[src/rtl/cuenta_regresiva_timer_pkg.sv]
// Shared types and BCD limits for the countdown timer slice.
// Also holds the load-time clamp applied to each user-set field.
package timer_pkg;

  typedef enum logic [1:0] {
    IDLE  = 2'd0,
    RUN   = 2'd1,
    PAUSA = 2'd2,
    DONE  = 2'd3
  } estado_t;

  localparam logic [7:0] BCD_MAX_SEG = 8'h59;
  localparam logic [7:0] BCD_MAX_MIN = 8'h59;
  localparam logic [7:0] BCD_MAX_HOR = 8'h23;

  localparam int NUM_CAMPOS = 3;

  // A field with a non-decimal nibble or out of range saturates to its maximum.
  function automatic logic [7:0] sanear_bcd(input logic [7:0] v, input logic [7:0] max_v);
    if (v[7:4] > 4'd9 || v[3:0] > 4'd9 || v > max_v) return max_v;
    return v;
  endfunction

endpackage

[src/rtl/cuenta_regresiva_timer_if.sv]
// Control pulses, BCD set values and countdown outputs between the setting
// counter / display logic (master) and the countdown stage (slave).
interface cuenta_regresiva_timer_if;
  logic       carga;
  logic       iniciar;
  logic       pausar;
  logic       apagar;
  logic [7:0] segundos_in;
  logic [7:0] minutos_in;
  logic [7:0] horas_in;
  logic [7:0] segundos_out;
  logic [7:0] minutos_out;
  logic [7:0] horas_out;
  logic       corriendo;
  logic       alarma;

  modport master (
    output carga, iniciar, pausar, apagar,
    output segundos_in, minutos_in, horas_in,
    input  segundos_out, minutos_out, horas_out,
    input  corriendo, alarma
  );

  modport slave (
    input  carga, iniciar, pausar, apagar,
    input  segundos_in, minutos_in, horas_in,
    output segundos_out, minutos_out, horas_out,
    output corriendo, alarma
  );
endinterface

[src/rtl/cuenta_regresiva_timer_decrementador_bcd.sv]
// Two-digit BCD decrement of one time field; chained through the borrow so
// seconds feed minutes and minutes feed hours.
module decrementador_bcd #(
  parameter logic [7:0] WRAP = 8'h59
) (
  input  logic [7:0] valor,
  input  logic       borrow_in,
  output logic [7:0] valor_nuevo,
  output logic       borrow_out
);

  always_comb begin
    valor_nuevo = valor;
    borrow_out  = 1'b0;
    if (borrow_in) begin
      if (valor == 8'h00) begin
        valor_nuevo = WRAP;
        borrow_out  = 1'b1;
      end else if (valor[3:0] == 4'd0) begin
        valor_nuevo = {valor[7:4] - 4'd1, 4'd9};
      end else begin
        valor_nuevo = {valor[7:4], valor[3:0] - 4'd1};
      end
    end
  end

endmodule

[src/rtl/cuenta_regresiva_timer.sv]
// Countdown stage: loads sanitised BCD h:m:s, decrements once per second in
// RUN, and raises alarma when the count lands on 00:00:00.
module cuenta_regresiva_timer
  import timer_pkg::*;
#(
  parameter int TICKS_PER_SEC = 100_000_000
) (
  input logic                    clk,
  input logic                    reset,
  cuenta_regresiva_timer_if.slave bus
);

  localparam int PW = (TICKS_PER_SEC > 2) ? $clog2(TICKS_PER_SEC) : 1;
  localparam logic [PW-1:0] PRESC_MAX = PW'(TICKS_PER_SEC - 1);
  // Field 0 = seconds, 1 = minutes, 2 = hours.
  localparam logic [NUM_CAMPOS-1:0][7:0] WRAPS = {BCD_MAX_HOR, BCD_MAX_MIN, BCD_MAX_SEG};

  estado_t                      estado, estado_nxt;
  logic [PW-1:0]                presc, presc_nxt;
  logic [NUM_CAMPOS-1:0][7:0]   valor, valor_nxt, valor_dec, valor_carga;
  logic [NUM_CAMPOS:0]          borrow;
  logic                         tick, valor_cero, dec_cero;

  assign valor_carga = {sanear_bcd(bus.horas_in,    BCD_MAX_HOR),
                        sanear_bcd(bus.minutos_in,  BCD_MAX_MIN),
                        sanear_bcd(bus.segundos_in, BCD_MAX_SEG)};

  assign borrow[0] = 1'b1;

  for (genvar i = 0; i < NUM_CAMPOS; i++) begin : g_dec
    decrementador_bcd #(.WRAP(WRAPS[i])) u_dec (
      .valor       (valor[i]),
      .borrow_in   (borrow[i]),
      .valor_nuevo (valor_dec[i]),
      .borrow_out  (borrow[i+1])
    );
  end

  assign tick       = (estado == RUN) && (presc == PRESC_MAX);
  assign valor_cero = (valor == '0);
  assign dec_cero   = (valor_dec == '0);

  always_comb begin
    estado_nxt = estado;
    presc_nxt  = presc;
    valor_nxt  = valor;
    if (bus.carga) begin
      valor_nxt  = valor_carga;
      presc_nxt  = '0;
      estado_nxt = IDLE;
    end else begin
      unique case (estado)
        IDLE:  if (bus.iniciar && !valor_cero) estado_nxt = RUN;
        RUN: begin
          // Pause freezes the prescaler on its own edge, so a pause that
          // lands on a tick leaves it at the last count and loses nothing.
          if (bus.pausar) begin
            estado_nxt = PAUSA;
          end else if (tick) begin
            presc_nxt = '0;
            // A borrow out of hours would mean underflow; never commit it.
            if (!borrow[NUM_CAMPOS]) begin
              valor_nxt = valor_dec;
              if (dec_cero) estado_nxt = DONE;
            end
          end else begin
            presc_nxt = presc + 1'b1;
          end
        end
        PAUSA: if (bus.iniciar) estado_nxt = RUN;
        DONE:  if (bus.apagar)  estado_nxt = IDLE;
        default: estado_nxt = IDLE;
      endcase
    end
  end

  always_ff @(posedge clk) begin
    if (!reset) begin
      estado <= IDLE;
      presc  <= '0;
      valor  <= '0;
    end else begin
      estado <= estado_nxt;
      presc  <= presc_nxt;
      valor  <= valor_nxt;
    end
  end

  assign bus.segundos_out = valor[0];
  assign bus.minutos_out  = valor[1];
  assign bus.horas_out    = valor[2];
  assign bus.corriendo    = (estado == RUN);
  assign bus.alarma       = (estado == DONE);

endmodule

[src/flat_wrapper.sv]
// flat-port wrapper written by rule: the top's interface ports become plain ports
module cuenta_regresiva_timer_flat import timer_pkg::*;
#(
  parameter int TICKS_PER_SEC = 100_000_000
)
  (clk, reset, bus_carga, bus_iniciar, bus_pausar, bus_apagar, bus_segundos_in, bus_minutos_in, bus_horas_in, bus_segundos_out, bus_minutos_out, bus_horas_out, bus_corriendo, bus_alarma);
  cuenta_regresiva_timer_if bus_i ();
  input logic clk;
  input logic reset;
  input wire logic [$bits(bus_i.carga)-1:0] bus_carga;
  input wire logic [$bits(bus_i.iniciar)-1:0] bus_iniciar;
  input wire logic [$bits(bus_i.pausar)-1:0] bus_pausar;
  input wire logic [$bits(bus_i.apagar)-1:0] bus_apagar;
  input wire logic [$bits(bus_i.segundos_in)-1:0] bus_segundos_in;
  input wire logic [$bits(bus_i.minutos_in)-1:0] bus_minutos_in;
  input wire logic [$bits(bus_i.horas_in)-1:0] bus_horas_in;
  output wire logic [$bits(bus_i.segundos_out)-1:0] bus_segundos_out;
  output wire logic [$bits(bus_i.minutos_out)-1:0] bus_minutos_out;
  output wire logic [$bits(bus_i.horas_out)-1:0] bus_horas_out;
  output wire logic [$bits(bus_i.corriendo)-1:0] bus_corriendo;
  output wire logic [$bits(bus_i.alarma)-1:0] bus_alarma;
  assign bus_i.carga = bus_carga;
  assign bus_i.iniciar = bus_iniciar;
  assign bus_i.pausar = bus_pausar;
  assign bus_i.apagar = bus_apagar;
  assign bus_i.segundos_in = bus_segundos_in;
  assign bus_i.minutos_in = bus_minutos_in;
  assign bus_i.horas_in = bus_horas_in;
  assign bus_segundos_out = bus_i.segundos_out;
  assign bus_minutos_out = bus_i.minutos_out;
  assign bus_horas_out = bus_i.horas_out;
  assign bus_corriendo = bus_i.corriendo;
  assign bus_alarma = bus_i.alarma;
  cuenta_regresiva_timer #(.TICKS_PER_SEC(TICKS_PER_SEC)) u_core (.clk(clk), .reset(reset), .bus(bus_i));
endmodule
[config.mk]
export PLATFORM = sky130hd
export DESIGN_NAME = cuenta_regresiva_timer_flat
export DESIGN_NICKNAME = d
export VERILOG_FILES = /design/src/rtl/cuenta_regresiva_timer_pkg.sv /design/src/rtl/cuenta_regresiva_timer_if.sv /design/src/rtl/cuenta_regresiva_timer_decrementador_bcd.sv /design/src/rtl/cuenta_regresiva_timer.sv /design/src/flat_wrapper.sv
export SDC_FILE = /design/constraint.sdc
export NUM_CORES = 1
export LEC_CHECK = 0
export CORE_AREA = 10 10 98 83
export CTS_BUF_LIST = sky130_fd_sc_hd__clkbuf_16
export DETAILED_ROUTE_END_ITERATION = 10
export DIE_AREA = 0 0 108 93
export GPL_TIMING_DRIVEN = 0
export PLACE_DENSITY = 0.8
export SYNTH_ARGS = -nofsm -noshare
export SYNTH_HDL_FRONTEND = slang
export SYNTH_SLANG_ARGS = --single-unit
[constraint.sdc]
create_clock -name clk -period 5.61 [get_ports clk]
set_input_delay 1.122 -clock clk [delete_from_list [all_inputs] [get_ports clk]]
set_output_delay 1.122 -clock clk [all_outputs]
set_load 0.01 [all_outputs]
# --- After elaboration in Yosys (flattened, before gate mapping) ---
# Cells that the tools add are included.
word_totals:
  register_bits: 53
  latchBits: 0
  ram_bits: 0
  rom_bits: 0
  input_bits: 30
  out_inout_bits: 26
  wordCells: 95
  mem_count: 0
classes:
  addsub: 7
  n_mul: 0
  n_div: 0
  order_cmp: 9
  n_eq_ne: 12
  n_shift: 0
  mux: 36
  bitwise_logic: 2
  reduce_logical: 24
ops:
  columns: ["operator", "count"]
  rows:
  - ["$mux 24", 5]
  - ["$mux 8", 14]
  - ["$logic_not 24->1", 2]
  - ["$add 27x1->27 const B", 1]
  - ["$eq 27x27->1 const B", 1]
  - ["$mux 27", 1]
  - ["$gt 4x4->1 const B", 6]
  - ["$logic_not 8->1", 3]
  - ["$sub 4x1->4 const B", 6]
  - ["$gt 8x7->1 const B", 2]
  - ["$mux 2", 7]
  - ["$logic_not 4->1", 3]
  - ["$gt 8x6->1 const B", 1]
  - ["$mux 1", 8]
  - ["$ne 2x2->1 const B", 4]
  - ["$pmux 2 s4", 1]
  - ["$logic_or 1x1->1", 6]
  - ["$ne 3x2->1 const B", 2]
  - ["$reduce_and 6->1", 1]
  - ["$eq 2x2->1 const B", 2]
  - ["$reduce_and 4->1", 1]
  - ["$reduce_bool 2->1", 2]
  - ["$ne 3x3->1 const B", 1]
  - ["$eq 2x1->1 const B", 1]
  - ["7 further kinds", 9]

# --- Depth between registers and ports, before layout ---
# Gate-level depths: netlist (run 1).
depth:
  word_depth: 10
  depth_mapped: 9

# --- Modules after synthesis ---
# Synthesis (run 1) repeated with hierarchy kept, for this count alone.
hier_totals:
  cells_unflattened: 425
  area_unflattened_um2: 3552.2
modules_own_cells:
  columns: ["mod", "n_inst", "cells_per_inst", "area_each_um2", "seq_area_each_um2"]
  rows:
  - ["cuenta_regresiva_timer", 1, 316, 2730.1, 1061.0]
  - ["decrementador_bcd at u_core.g_dec[0].u_dec ...", 2, 36, 282.8, 0.0]
  - ["decrementador_bcd at u_core.g_dec[2].u_dec", 1, 37, 256.5, 0.0]

# --- Worst setup path after synthesis (run 1) ---
# No wires, ideal clock.
synth_timing:
  path_type: "in2reg"
  from: "input port bus_pausar"
  to: "register u_core.valor, in the netlist u_core.bus.minutos_out[6]"
  arrival_time_ns: 2.777
  required_ns: 5.491
  slack_ns: 2.714
  path_stages: 6
  path_buffers: 0
  path_cell_list: "nor3b_4 > nand4_2 > nand3b_4 > nor2_2 > mux2_2 > o221a_2"
synth_via:
  elab_chain_len: 2
synth_lines:
  columns: ["item", "line", "source"]
  rows:
  - ["start: declaration", "flat_wrapper.sv:12", "input wire logic [$bits(bus_i.pausar)-1:0] bus_pausar;"]
  - ["$ne 2x2->1 (no line)", null, null]
  - ["$reduce_and 4->1 (no line)", null, null]
  - ["end signal: assignment", "cuenta_regresiva_timer.sv:85", "valor <= valor_nxt;"]
  - ["end: declaration", "cuenta_regresiva_timer.sv:20", "logic [NUM_CAMPOS-1:0][7:0] valor, valor_nxt, valor_dec, valor_carga;"]
# Every way passes these cells.
# A chain may end at the register's enable or synchronous reset.

# --- Final worst setup path (run 1) ---
# Ends and elaborated chain as after synthesis.

==> run metrics, run 1 <==
global-route usage over all layers 18.56%; area share of and/or/nand/nor cells after synthesis 33.48%; Crit Reg-Reg Endpoint u_core.estado[1]$_SDFFE_PP0P_; run status finished, final reports clean; max incr delay on CP 0.50 ns; post-cts resize count 0; WL final 9524 µm; max-cap viol count 0; worst reg2reg setup slack 2.76 ns; Vias/cell 6.148; GR Overflow Total 0; compound-gate portion of the synthesized area 19.41%; skew final 0.004153 ns; Initial Util 55.70%; DP HPWL 7253 µm; DR iter-0 viols 271; number of I/O port buffers 55; mux contribution to synthesized area 2.928%; Worst R2R Path Depth 8; GP Congestion 0.8769; # DRC 0; dpl cells 560; critical path class in2reg; register area share after synthesis 30.66%; layout cells sized above 1 8.678%; leakage power 1.455 nW; CP arrival 3.70 ns; largest family of logic cells by synthesized area simple AND/OR/NAND/NOR gates; number of CTS-inserted buffers 5; post-synthesis adder-cell area fraction 3.254%; most common cell after layout, fill and taps aside clkdlybuf4s50_1; first-pass GRT wire length 15480 µm; # fillers 534; largest net degree at the start of global routing 16; Critical R2R Launch u_core.bus.segundos_out[4]$_SDFFE_PN0P_; PD cells 210.4 nW/µm²; Tot Pwr 0.9005 mW; cells after synthesis 421; CP max stage cell clkdlybuf4s50_1; Clock Latency Late Sink 0.29 ns; root buf cell clkbuf_16; syn avg cell area 8.220 µm²; Die Y-Extent 93 µm; post-CTS setup buffer count 0; #FFs+latches synth 53; final worst-path cycle share 62.64%; Least-Margin Pin Slew 0.6954 ns; via count 3492; HP Class reg2reg; Post-Synth XOR/XNOR Area 6.327%; final hold vios 0; timing-limited maximum frequency 284.6 MHz; Pre-antenna DRT Iters 5; DR WL/cell 16.77 µm; crit-path max FO 9; core area 6213 µm²; antenna diode count 0; Synth Net Count 460; H-tree depth 2; Final Non-Filler Cells 568; CP endpoint u_core.bus.minutos_out[6]$_SDFFE_PN0P_; CP cell instances clkdlybuf4s50_1 -> nor3b_4 -> nand4_2 -> nand3b_4 -> nor2_2 -> mux2_2 -> o221a_2; Finish-stage setup viols 0; synth unique cells 72; Post-synth ARST share 0%; Pins Over Slew Limit 0; Worst setup EP type flop; CTS tree built; Max Buffers Root-to-Sink 2; CP required 5.80 ns; IO Pins 56; Most used DFF post-synth dfxtp_1; Area growth syn-to-layout 23.64%; cell area after synthesis 3461 µm²; Critical Path Start bus_pausar; peak supply drop 0.0001303 V; cts hold-fix bufs 0; Final ANT Viol Nets 0; post-route minimum period 3.514 ns; Sink Count 53; commonest non-fill, non-tap cells in the layout clkdlybuf4s50_1, dfxtp_1, nor2_1, nand2_1, a21oi_1; die area 10040 µm²; vias in the first global route 3189; max_slew headroom 52.44%; YS warnings 0; Sum Neg Setup Slack 0 ns; Final nets 522; Hold Crit Start u_core.presc[1]$_SDFFE_PP0P_; Die Wd 108 µm; RSZ-0062 raised after global routing false; initial antenna violation count 0; row count 26; hold_ws 0.4827 ns; Clock Pin Slew Worst Setup and Hold Paths 0.07 ns; CP Launch Type primary input; number of synthesized flops with an enable pin 0
final cells by class:
type / count / area, µm² / share of cell area [%]
repair buffers: 55 / 550.5 / 12.87
clock buffers: 5 / 125.1 / 2.924
plain buffers: 17 / 68.82 / 1.608
multi-input cells: 333 / 2263 / 52.89
flip-flops and latches: 53 / 1061 / 24.80
well taps: 84 / 105.1 / 2.456
clock inverters: 3 / 37.54 / 0.8772
inverters: 18 / 67.56 / 1.579
worst min path at each step:
| stage | slack [ns] | endpoint | depth (start not counted) |
|---|---|---|---|
| finish | 0.48 | u_core.presc[1]$_SDFFE_PP0P_ | 2 |
| global route | 0.51 | u_core.presc[1]$_SDFFE_PP0P_ | 2 |
| CTS | 0.48 | u_core.presc[1]$_SDFFE_PP0P_ | 2 |
| detailed placement | 0.47 | u_core.presc[1]$_SDFFE_PP0P_ | 2 |
| global placement | 0.46 | u_core.presc[1]$_SDFFE_PP0P_ | 2 |
| floorplan | 0.45 | u_core.presc[1]$_SDFFE_PP0P_ | 2 |
cells by family (layout without fill, tap and decap cells):
logic type,Yosys count,after routing
simple gates,193,193
mux,10,10
fa+ha+maj,9,9
compound gates,96,96
xor+xnor,25,25
buf+inv,35,98
flops,53,53
critical path: cells and delay by family:
| kind | cells | cell delay, ns |
|---|---|---|
| compound gates | 1 | 0.26 |
| mux | 1 | 0.39 |
| simple gates | 4 | 1.43 |
| buf+inv | 1 | 0.50 |
per-layer routing:
layer	up-vias	part of all wire [%]	GRT usage [%]
met4	0	1.2	4.444
met1	1669	47	26.01
met5	-	0	0
met3	12	7.5	3.978
li1	1686	-	-
met2	125	44	28.16
power breakdown:
part           internal, mW  switching [mW]
Sequential            0.385          0.0121
Combinational        0.0754          0.0843
Clock                 0.208           0.136
registers in the layout, indices dropped and copies added, names as in the netlist:
register	count
u_core.bus.horas_out	8
u_core.presc	27
u_core.bus.minutos_out	8
u_core.estado	2
u_core.bus.segundos_out	8
stage by stage:
| step | instance area (µm²) | setup slack, ns | util [%] |
|---|---|---|---|
| 2_1_floorplan | 3461 | 2.715 | - |
| 3_3_place_gp | 4116 | 1.829 | 66.25 |
| 3_5_place_dp | 4116 | 1.824 | 66.25 |
| 4_1_cts | 4279 | 2.130 | 68.87 |
| 5_1_grt | 4279 | 1.977 | 68.87 |
| 6_report | 4279 | 2.096 | 68.87 |
synth_stat cells, types with 2 or more instances:
library cell / n / area share, %
nor3b_1: 4 / 0.87
or4_1: 5 / 1.1
o221a_2: 8 / 2.6
o22ai_1: 7 / 1.3
o31ai_1: 3 / 0.65
dfxtp_1: 53 / 31
buf_2: 3 / 0.43
o311a_1: 2 / 0.58
nor3_1: 15 / 2.2
nand3_1: 17 / 2.5
a21oi_1: 22 / 3.2
nand4_1: 15 / 2.7
mux2i_1: 9 / 2.6
nor2b_1: 3 / 0.54
ha_1: 9 / 3.3
nand4b_1: 4 / 1.0
nand3b_1: 5 / 1.1
a21o_1: 4 / 0.87
a21boi_0: 2 / 0.43
or3_1: 7 / 1.3
o21a_1: 4 / 0.87
xor2_1: 10 / 2.5
nor4_4: 3 / 1.8
a31oi_1: 4 / 0.72
o21ai_0: 16 / 2.3
a31o_2: 2 / 0.51
nand2_1: 29 / 3.1
nor3_4: 3 / 1.4
and4_1: 4 / 1.0
and2_1: 4 / 0.72
clkbuf_1: 12 / 1.3
o21bai_1: 3 / 0.65
inv_1: 18 / 2.0
xnor2_1: 15 / 3.8
or3b_2: 2 / 0.51
nor4_1: 3 / 0.54
nor2_1: 50 / 5.4
nand2b_1: 3 / 0.54
o32ai_1: 3 / 0.76
and3_1: 3 / 0.54
a221oi_1: 2 / 0.51
Note: power is estimated with default switching activity, not from simulation.
==> inputs of run 2 (changes only) <==
- CORE_AREA: 10 10 98 83 -> 10 10 105 89
- DIE_AREA: 0 0 108 93 -> 0 0 115 99
- PLACE_DENSITY: 0.8 -> 0.73
- clock period: 5.61 -> 2.9 ns (I/O delays scaled with it)
==> run 2 against run 1 <==
Combinational power up 96%. First-iteration DRC count down 13%. Sequential share of layout area down 0.17 points.
==> run metrics, run 2 (synthesis results as in run 1) <==
Final Util 59.69% (was 68.87%); Pre-antenna DRT Iters 5 (unchanged); max-cap viol count 0 (unchanged); Pins Over Slew Limit 0 (unchanged); Die Y-Extent 99 µm (was 93 µm); DR WL/cell 16.83 µm (was 16.77 µm); sw frac 28.08% (was 25.85%); first-pass GRT wire length 16010 µm (was 15480 µm); vias in the first global route 3237 (was 3189); DR iter-0 viols 236 (was 271); final hold vios 0 (unchanged); core area 7217 µm² (was 6213 µm²); root buf cell clkbuf_16 (unchanged); cell-internal power 1.211 mW (was 0.6677 mW); number of I/O port buffers 55 (unchanged); Clock Pin Slew Worst Setup and Hold Paths 0.07 ns (about the same); Final nets 524 (was 522); post-route minimum period 2.756 ns; RSZ-0062 raised after global routing false (unchanged); Initial Util 47.95% (was 55.70%); cts hold-fix bufs 0 (unchanged); final worst-path cycle share 95.02%; Seq pwr share 45.6% (was 44.1%); PD cells 390.7 nW/µm² (was 210.4 nW/µm²); Comb power frac 18.7% (was 17.7%); largest net degree at the start of global routing 17 (was 16); number of CTS-inserted buffers 5 (unchanged); run status finished, final reports clean (unchanged); peak supply drop 0.0002374 V (was 0.0001303 V); switching pwr 0.4726 mW (was 0.2328 mW); crit-path max FO 9 (unchanged); row count 28 (was 26); Least-Margin Pin Slew 0.6865 ns (was 0.6954 ns); commonest non-fill, non-tap cells in the layout clkdlybuf4s50_1, dfxtp_1, nor2_1, nand2_1, a21oi_1 (unchanged); timing-limited maximum frequency 362.9 MHz; final worst slack 0.1444 ns (was 2.096 ns); HP Class reg2reg (unchanged); via count 3428 (was 3492); GP Congestion 0.9445 (was 0.8769); WL final 9694 µm (was 9524 µm); antenna diode count 0 (unchanged); Die Wd 115 µm (was 108 µm); # DRC 0 (unchanged); die area 11390 µm² (was 10040 µm²); area of the multi-input gates 2288 µm² (was 2263 µm²); Largest register FFs 27 (unchanged); H-tree depth 2 (unchanged); CP arrival 2.98 ns (was 3.70 ns); Reg with most FFs u_core.presc (unchanged); Max Buffers Root-to-Sink 2 (unchanged); layout cells sized above 1 9.877% (was 8.678%); DP HPWL 7400 µm (was 7253 µm); Clk network pwr share 35.7% (was 38.2%); Reg area 1061 µm² (unchanged); Area growth syn-to-layout 24.48% (was 23.64%); Place WS -0.3815 ns (was 1.824 ns); Final ANT Viol Nets 0 (unchanged); GR Overflow Total 0 (unchanged); critical path class in2reg (unchanged); leakage power 1.455 nW (about the same); CP Launch Type primary input (unchanged); skew final 0.006871 ns (was 0.004153 ns); Sink Count 53 (unchanged); max_slew headroom 54.14% (was 52.44%); CTS tree built (unchanged); IO Pins 56 (unchanged); global-route usage over all layers 16.70% (was 18.56%); Worst setup EP type flop (unchanged); # fillers 667 (was 534); initial antenna violation count 0 (unchanged); CP required 3.12 ns (was 5.80 ns); most common cell after layout, fill and taps aside clkdlybuf4s50_1 (unchanged); Finish-stage setup viols 0 (unchanged); Clock Latency Late Sink 0.29 ns (about the same); Vias/cell 5.951 (was 6.148)
run 2: changes by cell type in the layout (fill, tap and decap cells not counted):
cell	change
a2111oi_0	-1
a2111oi_2	+1
buf_4	+2
bufinv_16	-1
clkinv_1	-1
clkinvlp_4	+2
nor2_1	-1
nor2_4	+1
nor3b_1	-1
nor3b_4	+1
run 2: area by class of cell:
class,instances,area share (%)
buffer,17,1.597
sequential,53,24.63
multi-input combinational,333,53.12
tap,90,2.614
clock inverter,3,0.4357
clock buffer,5,2.904
timing repair buffer,57,13.13
inverter,18,1.568
run 2: per-layer routing:
| layer | GRT usage, % | part of all wire [%] |
|---|---|---|
| met2 | 23.66 | 43 |
| met3 | 4.485 | 6.4 |
| met1 | 24.24 | 49 |
| met5 | 0 | 0 |
| met4 | 3.897 | 0.70 |
run 2: stage by stage:
step	hold slack, ns	instances	instance area (µm²)	power (mW)	TNS [ns]
final	0.4837	576	4308	1.683	0
after global routing	0.5086	576	4308	1.759	0
after CTS	0.4845	574	4273	1.685	-0.01347
after detailed placement	0.4743	566	4124	1.087	-2.539
after global placement	0.4581	566	4124	1.082	-1.609
after floorplan	0.4492	421	3461	0.9605	0
run 2: repair_timing:
action,4_1_cts,5_1_grt
endpoints found under the setup margin,1,10
gates resized for setup,1,5
pin swaps,0,1
setup buffers,0,2
run 2: worst max-delay path, cell delays in order:
cell and delay, ns:
clkdlybuf4s50_1 0.52, nor3b_4 0.31, nand4_2 0.27, nand3b_4 0.34, or2_4 0.34, or4_1 0.47
a21oi_1 0.14
run 2: power groups by stage:
stage / combinational, mW / clock [mW] / sequential (mW)
global placement: 0.299 / 0 / 0.783
floorplan: 0.175 / 0 / 0.786
global route: 0.344 / 0.645 / 0.771
CTS: 0.306 / 0.612 / 0.766
detailed placement: 0.304 / 0 / 0.783
finish: 0.314 / 0.601 / 0.768
run 2: final timing paths:
path                                                              start                                       to  slack, ns  cells past startpoint
worst min register to register             u_core.presc[1]$_SDFFE_PP0P_             u_core.presc[1]$_SDFFE_PP0P_       0.48                      2
worst max register to register  u_core.bus.segundos_out[4]$_SDFFE_PN0P_   u_core.bus.minutos_out[6]$_SDFFE_PN0P_       0.17                      8
worst min-delay path                       u_core.presc[1]$_SDFFE_PP0P_             u_core.presc[1]$_SDFFE_PP0P_       0.48                      2
worst max-delay path                                         bus_pausar  u_core.bus.segundos_out[7]$_SDFFE_PN0P_       0.14                      7
